===== src/rtl/trap_ctrl_pkg.sv =====
// Shared CSR map, bit positions, cause codes and FSM state for the machine-mode trap controller.
package trap_ctrl_pkg;

  localparam int unsigned DATA_W = 32;
  localparam int unsigned ADDR_W = 12;
  localparam int unsigned CODE_W = 5;

  localparam logic [ADDR_W-1:0] CSR_MSTATUS  = 12'h300;
  localparam logic [ADDR_W-1:0] CSR_MIE      = 12'h304;
  localparam logic [ADDR_W-1:0] CSR_MTVEC    = 12'h305;
  localparam logic [ADDR_W-1:0] CSR_MSCRATCH = 12'h340;
  localparam logic [ADDR_W-1:0] CSR_MEPC     = 12'h341;
  localparam logic [ADDR_W-1:0] CSR_MCAUSE   = 12'h342;
  localparam logic [ADDR_W-1:0] CSR_MTVAL    = 12'h343;
  localparam logic [ADDR_W-1:0] CSR_MIP      = 12'h344;

  localparam int unsigned MSTATUS_MIE    = 3;
  localparam int unsigned MSTATUS_MPIE   = 7;
  localparam int unsigned MSTATUS_MPP_LO = 11;
  localparam int unsigned MSTATUS_MPP_HI = 12;

  localparam int unsigned IRQ_MSI_BIT = 3;
  localparam int unsigned IRQ_MTI_BIT = 7;
  localparam int unsigned IRQ_MEI_BIT = 11;

  localparam logic [CODE_W-1:0] CAUSE_MSI = 5'd3;
  localparam logic [CODE_W-1:0] CAUSE_MTI = 5'd7;
  localparam logic [CODE_W-1:0] CAUSE_MEI = 5'd11;

  localparam logic [DATA_W-1:0] PC_ALIGN_MASK = 32'hFFFF_FFFC;
  localparam logic [1:0]        MODE_VECTORED = 2'b01;

  typedef enum logic [1:0] {
    ST_IDLE,
    ST_FLUSH,
    ST_REDIRECT
  } trap_state_e;

  // MPP is hardwired to machine mode; only MIE/MPIE are live state.
  function automatic logic [DATA_W-1:0] mstatus_pack(input logic mie, input logic mpie);
    logic [DATA_W-1:0] v;
    v = '0;
    v[MSTATUS_MIE]    = mie;
    v[MSTATUS_MPIE]   = mpie;
    v[MSTATUS_MPP_LO] = 1'b1;
    v[MSTATUS_MPP_HI] = 1'b1;
    return v;
  endfunction

endpackage


===== src/rtl/trap_ctrl_irq_prio_enc.sv =====
// Fixed-priority interrupt selector: MEI > MSI > MTI, returns the mcause code of the winner.
module irq_prio_enc
  import trap_ctrl_pkg::*;
(
  input  logic              pend_mei,
  input  logic              pend_msi,
  input  logic              pend_mti,
  output logic              irq_valid_c,
  output logic [CODE_W-1:0] irq_code_c
);

  always_comb begin
    irq_valid_c = pend_mei | pend_msi | pend_mti;
    irq_code_c  = CAUSE_MTI;
    if (pend_mei) begin
      irq_code_c = CAUSE_MEI;
    end else if (pend_msi) begin
      irq_code_c = CAUSE_MSI;
    end
  end

endmodule


===== src/rtl/trap_ctrl.sv =====
// Machine-mode trap controller: accepts exceptions, interrupts and mret, updates the trap CSRs,
// then sequences a pipeline flush followed by a single-cycle fetch redirect.
module trap_ctrl
  import trap_ctrl_pkg::*;
#(
  parameter int unsigned XLEN = 32
) (
  input  logic              clk,
  input  logic              rst,
  input  logic              exc_valid,
  input  logic [CODE_W-1:0] exc_code,
  input  logic [XLEN-1:0]   exc_pc,
  input  logic [XLEN-1:0]   exc_tval,
  input  logic [XLEN-1:0]   resume_pc,
  input  logic              meip,
  input  logic              mtip,
  input  logic              msip,
  input  logic              mret_valid,
  input  logic              csr_we,
  input  logic [ADDR_W-1:0] csr_addr,
  input  logic [XLEN-1:0]   csr_wdata,
  output logic [XLEN-1:0]   csr_rdata,
  output logic              flush_req,
  input  logic              flush_ack,
  output logic              redirect_valid,
  output logic [XLEN-1:0]   redirect_pc,
  output logic              busy
);

  trap_state_e       state;
  logic              mst_mie;
  logic              mst_mpie;
  logic [2:0]        mie_q;      // {MEIE, MTIE, MSIE}
  logic [XLEN-1:0]   mtvec_q;
  logic [XLEN-1:0]   mscratch_q;
  logic [XLEN-1:0]   mepc_q;
  logic [XLEN-1:0]   mcause_q;
  logic [XLEN-1:0]   mtval_q;
  logic [XLEN-1:0]   trap_target_q;

  logic              irq_valid_c;
  logic [CODE_W-1:0] irq_code_c;
  logic              accept_exc_c;
  logic              accept_irq_c;
  logic              accept_mret_c;
  logic              accept_c;
  logic [XLEN-1:0]   mip_c;
  logic [XLEN-1:0]   mie_rd_c;
  logic [XLEN-1:0]   mtvec_base_c;
  logic [XLEN-1:0]   target_c;

  irq_prio_enc u_prio (
    .pend_mei    (mst_mie & mie_q[2] & meip),
    .pend_msi    (mst_mie & mie_q[0] & msip),
    .pend_mti    (mst_mie & mie_q[1] & mtip),
    .irq_valid_c (irq_valid_c),
    .irq_code_c  (irq_code_c)
  );

  // Event arbitration in IDLE: exception beats interrupt beats mret.
  always_comb begin
    accept_exc_c  = (state == ST_IDLE) && exc_valid;
    accept_irq_c  = (state == ST_IDLE) && !exc_valid && irq_valid_c;
    accept_mret_c = (state == ST_IDLE) && !exc_valid && !irq_valid_c && mret_valid;
    accept_c      = accept_exc_c | accept_irq_c | accept_mret_c;
  end

  // Redirect target, captured at acceptance so later mtvec/mepc writes cannot disturb it.
  always_comb begin
    mtvec_base_c = mtvec_q & PC_ALIGN_MASK;
    target_c     = mepc_q;
    if (exc_valid) begin
      target_c = mtvec_base_c;
    end else if (irq_valid_c) begin
      target_c = (mtvec_q[1:0] == MODE_VECTORED)
               ? mtvec_base_c + (XLEN'(irq_code_c) << 2)
               : mtvec_base_c;
    end
  end

  always_comb begin
    mip_c              = '0;
    mip_c[IRQ_MEI_BIT] = meip;
    mip_c[IRQ_MTI_BIT] = mtip;
    mip_c[IRQ_MSI_BIT] = msip;
    mie_rd_c              = '0;
    mie_rd_c[IRQ_MEI_BIT] = mie_q[2];
    mie_rd_c[IRQ_MTI_BIT] = mie_q[1];
    mie_rd_c[IRQ_MSI_BIT] = mie_q[0];
  end

  always_comb begin
    csr_rdata = '0;
    case (csr_addr)
      CSR_MSTATUS:  csr_rdata = mstatus_pack(mst_mie, mst_mpie);
      CSR_MIE:      csr_rdata = mie_rd_c;
      CSR_MTVEC:    csr_rdata = mtvec_q;
      CSR_MSCRATCH: csr_rdata = mscratch_q;
      CSR_MEPC:     csr_rdata = mepc_q;
      CSR_MCAUSE:   csr_rdata = mcause_q;
      CSR_MTVAL:    csr_rdata = mtval_q;
      CSR_MIP:      csr_rdata = mip_c;
      default:      csr_rdata = '0;
    endcase
  end

  always_ff @(posedge clk or posedge rst) begin
    if (rst) begin
      state          <= ST_IDLE;
      flush_req      <= 1'b0;
      redirect_valid <= 1'b0;
      redirect_pc    <= '0;
      busy           <= 1'b0;
      mst_mie        <= 1'b0;
      mst_mpie       <= 1'b0;
      mie_q          <= '0;
      mtvec_q        <= '0;
      mscratch_q     <= '0;
      mepc_q         <= '0;
      mcause_q       <= '0;
      mtval_q        <= '0;
      trap_target_q  <= '0;
    end else begin
      // Trap/mret CSR side effects take precedence over a same-cycle software write.
      if (accept_exc_c || accept_irq_c) begin
        mepc_q   <= (accept_exc_c ? exc_pc : resume_pc) & PC_ALIGN_MASK;
        mcause_q <= accept_exc_c ? XLEN'(exc_code) : {1'b1, (XLEN-1)'(irq_code_c)};
        mtval_q  <= accept_exc_c ? exc_tval : '0;
        mst_mpie <= mst_mie;
        mst_mie  <= 1'b0;
      end else if (accept_mret_c) begin
        mst_mie  <= mst_mpie;
        mst_mpie <= 1'b1;
      end else if (csr_we) begin
        case (csr_addr)
          CSR_MSTATUS: begin
            mst_mie  <= csr_wdata[MSTATUS_MIE];
            mst_mpie <= csr_wdata[MSTATUS_MPIE];
          end
          CSR_MIE:      mie_q      <= {csr_wdata[IRQ_MEI_BIT], csr_wdata[IRQ_MTI_BIT],
                                       csr_wdata[IRQ_MSI_BIT]};
          CSR_MTVEC:    mtvec_q    <= {csr_wdata[XLEN-1:2],
                                       csr_wdata[1] ? 2'b00 : csr_wdata[1:0]};
          CSR_MSCRATCH: mscratch_q <= csr_wdata;
          CSR_MEPC:     mepc_q     <= csr_wdata & PC_ALIGN_MASK;
          CSR_MCAUSE:   mcause_q   <= csr_wdata;
          CSR_MTVAL:    mtval_q    <= csr_wdata;
          default:      ;
        endcase
      end

      case (state)
        ST_IDLE: begin
          if (accept_c) begin
            state         <= ST_FLUSH;
            flush_req     <= 1'b1;
            busy          <= 1'b1;
            trap_target_q <= target_c;
          end
        end
        ST_FLUSH: begin
          if (flush_ack) begin
            state          <= ST_REDIRECT;
            flush_req      <= 1'b0;
            redirect_valid <= 1'b1;
            redirect_pc    <= trap_target_q;
          end
        end
        ST_REDIRECT: begin
          state          <= ST_IDLE;
          redirect_valid <= 1'b0;
          busy           <= 1'b0;
        end
        default: begin
          state          <= ST_IDLE;
          flush_req      <= 1'b0;
          redirect_valid <= 1'b0;
          busy           <= 1'b0;
        end
      endcase
    end
  end

endmodule


===== config.mk =====
export PLATFORM = sky130hd
export DESIGN_NAME = trap_ctrl
export DESIGN_NICKNAME = d
export VERILOG_FILES = /design/src/rtl/trap_ctrl_pkg.sv /design/src/rtl/trap_ctrl_irq_prio_enc.sv /design/src/rtl/trap_ctrl.sv
export SDC_FILE = /design/constraint.sdc
export NUM_CORES = 1
export LEC_CHECK = 0
export CORE_UTILIZATION = 25
export DETAILED_ROUTE_END_ITERATION = 12
export SLEW_MARGIN = 0
export SYNTH_ARGS = -nofsm -noshare
export SYNTH_HDL_FRONTEND = slang
export SYNTH_SLANG_ARGS = --single-unit
export TNS_END_PERCENT = 50

===== constraint.sdc =====
create_clock -name clk -period 9.62 [get_ports clk]
set_clock_uncertainty 0.05 [all_clocks]
set_input_delay 1.924 -clock clk [delete_from_list [all_inputs] [get_ports clk]]
set_output_delay 1.924 -clock clk [all_outputs]
set_load 0.05 [all_outputs]

==> impl_metrics.tcl, run 1 <==
set metrics [dict create \
    outcome "finished, final reports clean" \
    grt-ovfl-total 0 \
    routedWlPerCell_um 19.66 \
    tns_ns 0 \
    avgSynthCellArea_sq_um 9.057 \
    path_delay_family "simple AND/OR/NAND/NOR gates" \
    clock_sinks 227 \
    gp_congestion 0.8485 \
    insertion_delay_ns 0.53 \
    drt_iter0_markers 969 \
    hold_class "flip-flop to flip-flop" \
    maxCapViolCount 0 \
    slew_headroom 0.1723 \
    timing.fmax_ghz 0.1293 \
    netlist.top_cell.by_area "dfrtp_1" \
    fin_crit_sh 0.8041 \
    slowest_delay_ns 0.88 \
    grt_pass1_vias 10200 \
    track_usage 0.1700 \
    synth_seq_cells 227 \
    rsz0062_at_grt "no" \
    cp_num_buf_inv 3 \
    synth_cell_types 69 \
    grt_pass1_wl_mm 62.64 \
    path_class "primary input to output port" \
    antenna_found_initial 0 \
    io_pins 221 \
    clk_pin_slew_worst_paths_ns 0.05 \
    initial_core_util 0.2527 \
    ys_seq_area_frac 0.4840 \
    crit_fanout 17 \
    maxSlewViolCount 0 \
    end_kind "output port" \
    final-instance-count-excl-fill 2088 \
    drc 0 \
    drive_gt1_frac 0.1014 \
    syn-instance-count 1296 \
    htree_levels 1 \
    ys_warn_count 0 \
    slowest_stage "clkdlybuf4s50_1" \
    die_w_um 218.7 \
    io_buffers 214 \
    cellPowerDensity_nw_per_um2 249.1 \
    cts-resized-gates 0 \
    synth.top_cell.area_share 0.4840 \
    routed_wl_mm 41.05 \
    syn2layout_area_growth_pct 30.39 \
    nFillCells 4818 \
    postSynth.asyncResetShare 1.000 \
    dieArea_sq_um 47820 \
    hold_buffers 0 \
    vias_per_cell 5.001 \
    vdd_drop_max_mv 0.1437 \
    synth_area_leaders "dfrtp_1 48%, nand2_1 10%, o21ai_0 4.8%, a21oi_1 4.3%, mux2_4 3.8%" \
    syn-cell-area_sq_um 11740 \
    setup_viol 0 \
    num_vias 10440 \
    post_cts_buffers 0 \
    final_nets 1618 \
    synth-edff-count 0 \
    grt_max_degree 92 \
    synth_top_flop_cell "dfrtp_1" \
    hold_viol_final 0 \
    worstPathRequired_ns 7.65 \
    dr.pass1.iters 7 \
    core_area_sq_um 46460 \
    dp_hpwl_mm 27.96 \
    die_h_um 218.7 \
    cts_tree "built" \
    root_buffer "clkbuf_16" \
    cp-start-kind "primary input" \
    worstMarginPinSlew_ns 1.232 \
    leakagePower_nw 6.462 \
    crit_chain "clkdlybuf4s50_1 > or2_1 > or4b_1 > nor3_4 > buf_4 > a222oi_1 > o21ai_0 > clkdlybuf4s50_1" \
    dp_cells 2040 \
    rows 79 \
    ant_nets 0 \
    cp.arrival_ns 5.76 \
    cpMostUsedCell "clkdlybuf4s50_1" \
    period_needed_ns 7.735 \
    cts_buffers 26 \
    cts_buffer_depth 3 \
]
==> synth_stat cells (all sizes together), types with 6 or more instances <==
| library cell | number |
|---|---|
| inv | 14 |
| o21ai | 117 |
| nand2 | 318 |
| a22oi | 35 |
| nor2b | 9 |
| a21oi | 103 |
| clkbuf | 72 |
| buf | 30 |
| a211oi | 8 |
| nand2b | 7 |
| o21a | 7 |
| nor4 | 6 |
| nor2 | 68 |
| a21o | 6 |
| o31ai | 10 |
| a31oi | 36 |
| mux2 | 69 |
| dfrtp | 227 |
| a222oi | 27 |
| nor3 | 27 |
| nand3 | 13 |
==> registers in the layout, indices dropped and copies added, names as in the netlist, 2 cells and up <==
register       cells
redirect_pc       30
mcause_q          32
state              2
mscratch_q        32
mtval_q           32
mie_q              3
trap_target_q     30
mtvec_q           31
mepc_q            30
==> cell families after synthesis <==
logic type / synth area share
AO/OA/AOI/OAI: 0.2158
flip-flops: 0.4840
XOR/XNOR: 0.001493
other: 0.0003195
adder cells (fa/ha/maj): 0.003198
AND/OR/NAND/NOR: 0.1718
multiplexers: 0.08006
buffers and inverters: 0.04338
==> power breakdown <==
part           internal, mW  switching, mW
sequential             1.28          0.236
clock                 0.612          0.400
combinational         0.447          0.840
==> cell type report <==
| class | instances | area (sq um) | share of cell area |
|---|---|---|---|
| timing repair buffer | 238 | 2317 | 0.1514 |
| inverter | 14 | 60.06 | 0.003924 |
| clock buffer | 39 | 780.7 | 0.05101 |
| tap | 607 | 759.5 | 0.04962 |
| clock inverter | 8 | 97.59 | 0.006377 |
| multi-input combinational | 954 | 5607 | 0.3663 |
| sequential | 227 | 5680 | 0.3712 |
| antenna | 1 | 2.502 | 0.0001635 |
==> tightest hold or removal path, delay by kind of cell, from the launching register on <==
family           cells  cell delay (ns)
DFF                  1             0.34
and+or+nand+nor      2             0.10
==> layer usage <==
layer / wire (um) / global-route usage
met2: 18610 / 0.2666
met1: 19340 / 0.2447
met5: 0 / 0
met3: 2440 / 0.02630
met4: 670 / 0.03681
==> cell usage in the layout (no fill, tap or decap), drive strengths merged, types with 8 or more instances in the layout <==
cell type,Yosys,routed
inv,14,14
clkbuf,72,39
nor3,27,27
nor2b,9,9
a22oi,35,35
a31oi,36,36
buf,30,25
mux2,69,69
dfrtp,227,227
a211oi,8,8
clkdlybuf4s50,0,213
nand3,13,13
a222oi,27,27
nand2,318,318
nor2,68,68
o31ai,10,10
o21ai,117,117
a21oi,103,103
==> metrics by stage <==
| step | hold WS [ns] | setup WS [ns] | instance area (sq um) | util | power, mW |
|---|---|---|---|---|---|
| floorplan | 0.3834 | 1.426 | 11740 | - | 2.309 |
| global placement | 0.4059 | 1.922 | 14420 | 0.3105 | 2.800 |
| detailed placement | 0.4049 | 1.883 | 14420 | 0.3105 | 2.832 |
| CTS | 0.4231 | 1.884 | 15300 | 0.3294 | 3.854 |
| global route | 0.4453 | 1.695 | 15300 | 0.3294 | 4.056 |
| finish | 0.4186 | 1.885 | 15300 | 0.3294 | 3.812 |
==> worst paths after layout <==
check                             startpoint         endpoint  slack, ns  cells past startpoint
min in group asynchronous                rst    mscratch_q[3]       1.87                      2
max in group asynchronous                rst   mscratch_q[13]       6.23                      3
max reg2reg                         mie_q[2]    mscratch_q[1]       5.91                      8
max                             csr_addr[11]    csr_rdata[29]       1.88                      8
min reg2reg                trap_target_q[11]  redirect_pc[11]       0.42                      2
min                        trap_target_q[11]  redirect_pc[11]       0.42                      2
Power figures use the tool's default switching activity.
==> inputs of run 2 (changes only) <==
==> constraint.sdc (replaced) <==
create_clock -name clk -period 6.95 [get_ports clk]
set_clock_uncertainty 0.05 [all_clocks]
set_input_delay 1.39 -clock clk [delete_from_list [all_inputs] [get_ports clk]]
set_output_delay 1.39 -clock clk [all_outputs]
set_load 0.05 [all_outputs]
==> impl_metrics.tcl, run 2 (synthesis gave the netlist of run 1 again) <==
set metrics [dict create \
    fin_crit_sh 0.8421 \
    track_usage 0.1720 \
    nFillCells 4788 \
    dp_cells 2043 \
    drt_iter0_markers 834 \
    setup_viol 0 \
    whs_path_depth 2 \
    dp_hpwl_mm 28.84 \
    htree_levels 1 \
    final_nets 1620 \
    outcome "finished, final reports clean" \
    cellPowerDensity_nw_per_um2 332.3 \
    rsz0062_at_grt "no" \
    dpl-instance-area_sq_um 14720 \
    drive_gt1_frac 0.1188 \
    regArea_sq_um 5680 \
    timing.fmax_ghz 0.1709 \
    syn2layout_area_growth_pct 31.87 \
    num_vias 10580 \
    end_kind "output port" \
    slowest_stage "or4b_1" \
    cp-start-kind "primary input" \
    gp_congestion 0.8183 \
    die_h_um 218.7 \
    rows 79 \
    r2r-start "state[1]" \
    ff2ff_path_depth 5 \
    use_met3 0.02978 \
    drc 0 \
    die_w_um 218.7 \
    hold_buffers 0 \
    worstMarginPinSlew_ns 0.9644 \
    final_common_cell "nand2_1" \
    core_area_sq_um 46460 \
    startpoint "csr_addr[11]" \
    final_cell_mix "318 x nand2_1, 227 x dfrtp_1, 182 x clkdlybuf4s50_1, 113 x o21ai_0, 101 x a21oi_1" \
    final-instance-count-excl-fill 2089 \
    maxSlewViolCount 0 \
    slowest_delay_ns 0.74 \
    hold_class "flip-flop to flip-flop" \
    maxCapViolCount 0 \
    slew_headroom 0.3571 \
    cpMostUsedCell "buf_4" \
    routed_wl_mm 41.72 \
    clk_pin_slew_worst_paths_ns 0.06 \
    grt_util_met2 0.2657 \
    grt_pass1_wl_mm 63.50 \
    cts_buffer_depth 3 \
    clock_sinks 227 \
    worstPathRequired_ns 5.51 \
    grt_max_degree 144 \
    crit_chain "clkdlybuf4s50_1 > or2_1 > or4b_1 > nor2_2 > buf_4 > buf_4 > a22oi_1 > o21ai_0 > buf_12" \
    multiInputGateArea_sq_um 5615 \
    grt-ovfl-total 0 \
    routedWlPerCell_um 19.97 \
    ant_nets 0 \
    use_met1 0.2432 \
    dieArea_sq_um 47820 \
    reg.largest.list "mcause_q x32, mscratch_q x32, mtval_q x32" \
    cp.arrival_ns 4.41 \
    vias_per_cell 5.062 \
    period_needed_ns 5.852 \
    cts_tree "built" \
    io_buffers 214 \
    vdd_drop_max_mv 0.1807 \
    tns_ns 0 \
    io_pins 221 \
    antenna_found_initial 1 \
    cts-resized-gates 0 \
    post_cts_buffers 0 \
    insertion_delay_ns 0.52 \
    dr.pass1.iters 5 \
    initial_core_util 0.2527 \
    fin_area_sq_um 15480 \
    leakagePower_nw 6.559 \
    root_buffer "clkbuf_16" \
    min-delay-start "trap_target_q[23]" \
    hold_viol_final 0 \
    path_class "primary input to output port" \
    crit_fanout 19 \
    grt_pass1_vias 10420 \
    grt-busiest-layer "met2" \
    cts_buffers 25 \
]
[run 2: changes by cell type in the layout (fill, tap and decap cells not counted), sizes merged]
cell and delta:
buf +34, clkdlybuf4s50 -31, bufinv -2, clkbuf +2
clkinvlp -1, inv -1
[run 2: path summary, 6_finish.rpt]
path	to	slack, ns
worst min-delay path	redirect_pc[23]	0.42
worst max register to register	mcause_q[2]	3.59
min in group asynchronous	redirect_pc[13]	1.13
worst max-delay path	csr_rdata[23]	1.10
max in group asynchronous	mcause_q[29]	4.51
worst min register to register	redirect_pc[23]	0.42
[run 2: per-layer routing]
metal  wire (um)  part of all wire
met1       19430              0.47
met2       18630              0.45
met3        2553             0.061
met4        1108             0.027
met5           0                 0
[run 2: through the flow]
step | setup slack, ns | total power [mW] | utilization | hold WS (ns)
floorplan | 1.523 | 3.197 | - | 0.3834
global placement | 1.075 | 3.886 | 0.3169 | 0.4053
detailed placement | 1.069 | 3.940 | 0.3169 | 0.4055
CTS | 1.035 | 5.197 | 0.3331 | 0.4172
global route | 0.9483 | 5.467 | 0.3331 | 0.4456
finish | 1.098 | 5.144 | 0.3332 | 0.4174
[run 2: worst max-delay path: cells and delay by family]
family / cells / cell delay (ns)
AOI/OAI and AO/OA: 2 / 0.59
buffers and inverters: 4 / 1.23
and+or+nand+nor: 3 / 1.16
[run 2: power breakdown]
part	total, mW	internal (mW)	switching, mW
registers	2.10	1.77	0.335
clock network	1.24	0.709	0.533
logic	1.80	0.623	1.18
[run 2: area by class of cell]
cell class,count,share of cell area
Inverter,14,0.003638
Clock buffer,41,0.04688
Clock inverter,4,0.001698
Antenna cell,1,0.0001617
Multi-Input combinational cell,954,0.3628
Tap cell,607,0.04907
Timing Repair Buffer,241,0.1688
Sequential cell,227,0.3670
==> inputs of run 3 (changes only) <==
==> constraint.sdc (replaced) <==
create_clock -name clk -period 5.87 [get_ports clk]
set_clock_uncertainty 0.05 [all_clocks]
set_input_delay 1.174 -clock clk [delete_from_list [all_inputs] [get_ports clk]]
set_output_delay 1.174 -clock clk [all_outputs]
set_load 0.05 [all_outputs]
==> impl_metrics.tcl, run 3 (synthesis gave the netlist of run 1 again) <==
set metrics [dict create \
    outcome "finished, final reports clean" \
    cts_tree "built" \
    drt_iter0_markers 1115 \
    grt_max_degree 125 \
    final_core_util 0.3393 \
    slowest_delay_ns 0.72 \
    fin_ws_ns 0.7052 \
    dr.pass1.iters 8 \
    dieArea_sq_um 47820 \
    clock_sinks 227 \
    final_nets 1624 \
    fin_crit_sh 0.8799 \
    track_usage 0.1720 \
    clk_pin_slew_worst_paths_ns 0.06 \
    io_pins 221 \
    drc 0 \
    vias_per_cell 5.082 \
    p_clk_frac 0.270 \
    gp_congestion 0.8513 \
    cellPowerDensity_nw_per_um2 402.3 \
    path_class "primary input to output port" \
    initial_core_util 0.2527 \
    hold_viol_final 0 \
    cp-start-kind "primary input" \
    maxSlewViolCount 0 \
    dp_hpwl_mm 28.53 \
    routedWlPerCell_um 19.97 \
    hold_class "flip-flop to flip-flop" \
    drive_gt1_frac 0.1273 \
    cts_buffers 25 \
    die_w_um 218.7 \
    power.total_mw 6.341 \
    p_switching_mw 2.436 \
    multiInputGateArea_sq_um 5607 \
    vdd_drop_max_mv 0.2042 \
    insertion_delay_ns 0.53 \
    worstMarginPinSlew_ns 1.156 \
    grt_pass1_wl_mm 63.27 \
    final_cell_mix "318 x nand2_1, 227 x dfrtp_1, 181 x clkdlybuf4s50_1, 113 x o21ai_0, 101 x a21oi_1" \
    core_area_sq_um 46460 \
    grt-ovfl-total 0 \
    syn2layout_area_growth_pct 34.30 \
    reg.largest.list "mcause_q x32, mscratch_q x32, mtval_q x32" \
    cts-resized-gates 0 \
    holdWs_ns 0.4189 \
    final-instance-count-excl-fill 2092 \
    slew_headroom 0.2267 \
    timing.fmax_ghz 0.1936 \
    leakagePower_nw 6.686 \
    crit_fanout 32 \
    fin_area_sq_um 15760 \
    die_h_um 218.7 \
    maxCapViolCount 0 \
    switching_share 0.3842 \
    diodes 0 \
    num_vias 10630 \
    regArea_sq_um 5680 \
    cp.arrival_ns 3.94 \
    setup_viol 0 \
    grt_pass1_vias 10370 \
    root_buffer "clkbuf_16" \
    rsz0062_at_grt "no" \
    dpl-instance-area_sq_um 14870 \
    comb_power_share 0.339 \
    dp_cells 2047 \
    slowest_stage "or4b_1" \
    routed_wl_mm 41.79 \
    htree_levels 1 \
    post-place-ws_ns 0.7001 \
    pwr-share-seq 0.391 \
    rows 79 \
    io_buffers 214 \
    tns_ns 0 \
    worstPathRequired_ns 4.65 \
    crit_chain "clkdlybuf4s50_1 > or2_1 > or4b_1 > nor3_4 > buf_4 > a222oi_1 > o21ai_0 > buf_12" \
    end_kind "output port" \
    hold_buffers 0 \
    post_cts_buffers 0 \
    period_needed_ns 5.165 \
    antenna_found_initial 1 \
    power.internal_mw 3.905 \
    final_common_cell "nand2_1" \
    ant_nets 0 \
    nFillCells 4750 \
    cts_buffer_depth 3 \
]
-- run 3: cell types whose count changed in the layout (fill, tap and decap cells not counted), moves of 2 or more --
cell and delta:
clkinv_4 +2, clkbuf_1 -8, buf_4 -5, buf_12 +10, bufinv_16 +5
-- run 3: worst max-delay path, delay by kind of cell --
family | cells | cell delay [ns]
and+or+nand+nor | 3 | 1.17
AOI/OAI and AO/OA | 2 | 0.48
buffers and inverters | 3 | 1.09
-- run 3: worst paths after layout --
kind / startpoint / end / cells after the start / slack (ns)
setup / recovery: csr_addr[11] / csr_rdata[17] / 8 / 0.71
setup reg to reg: state[1] / mcause_q[2] / 5 / 2.64
max in group asynchronous: rst / mtval_q[15] / 3 / 4.03
hold / removal: trap_target_q[2] / trap_target_q[2] / 2 / 0.42
min in group asynchronous: rst / redirect_pc[8] / 3 / 1.11
hold reg to reg: trap_target_q[2] / trap_target_q[2] / 2 / 0.42
-- run 3: area by class of cell --
type	count	share of cell area
flip-flops and latches	227	0.3603
multi-input cells	954	0.3557
repair buffers	245	0.1754
well taps	607	0.04818
clock buffers	33	0.04413
clock inverters	12	0.01270
inverters	14	0.003572
-- run 3: power by group through the flow --
| stage | logic (mW) | registers [mW] | clock network, mW |
|---|---|---|---|
| floorplan | 1.06 | 2.72 | 0 |
| global placement | 2.14 | 2.48 | 0 |
| detailed placement | 2.16 | 2.50 | 0 |
| CTS | 2.17 | 2.47 | 1.74 |
| global route | 2.37 | 2.54 | 1.81 |
| finish | 2.15 | 2.48 | 1.71 |
-- run 3: per-layer routing --
layer | GRT usage | wire, um
met5 | 0 | 0
met4 | 0.05023 | 1079
met3 | 0.02561 | 2580
met1 | 0.2469 | 19400
met2 | 0.2655 | 18720
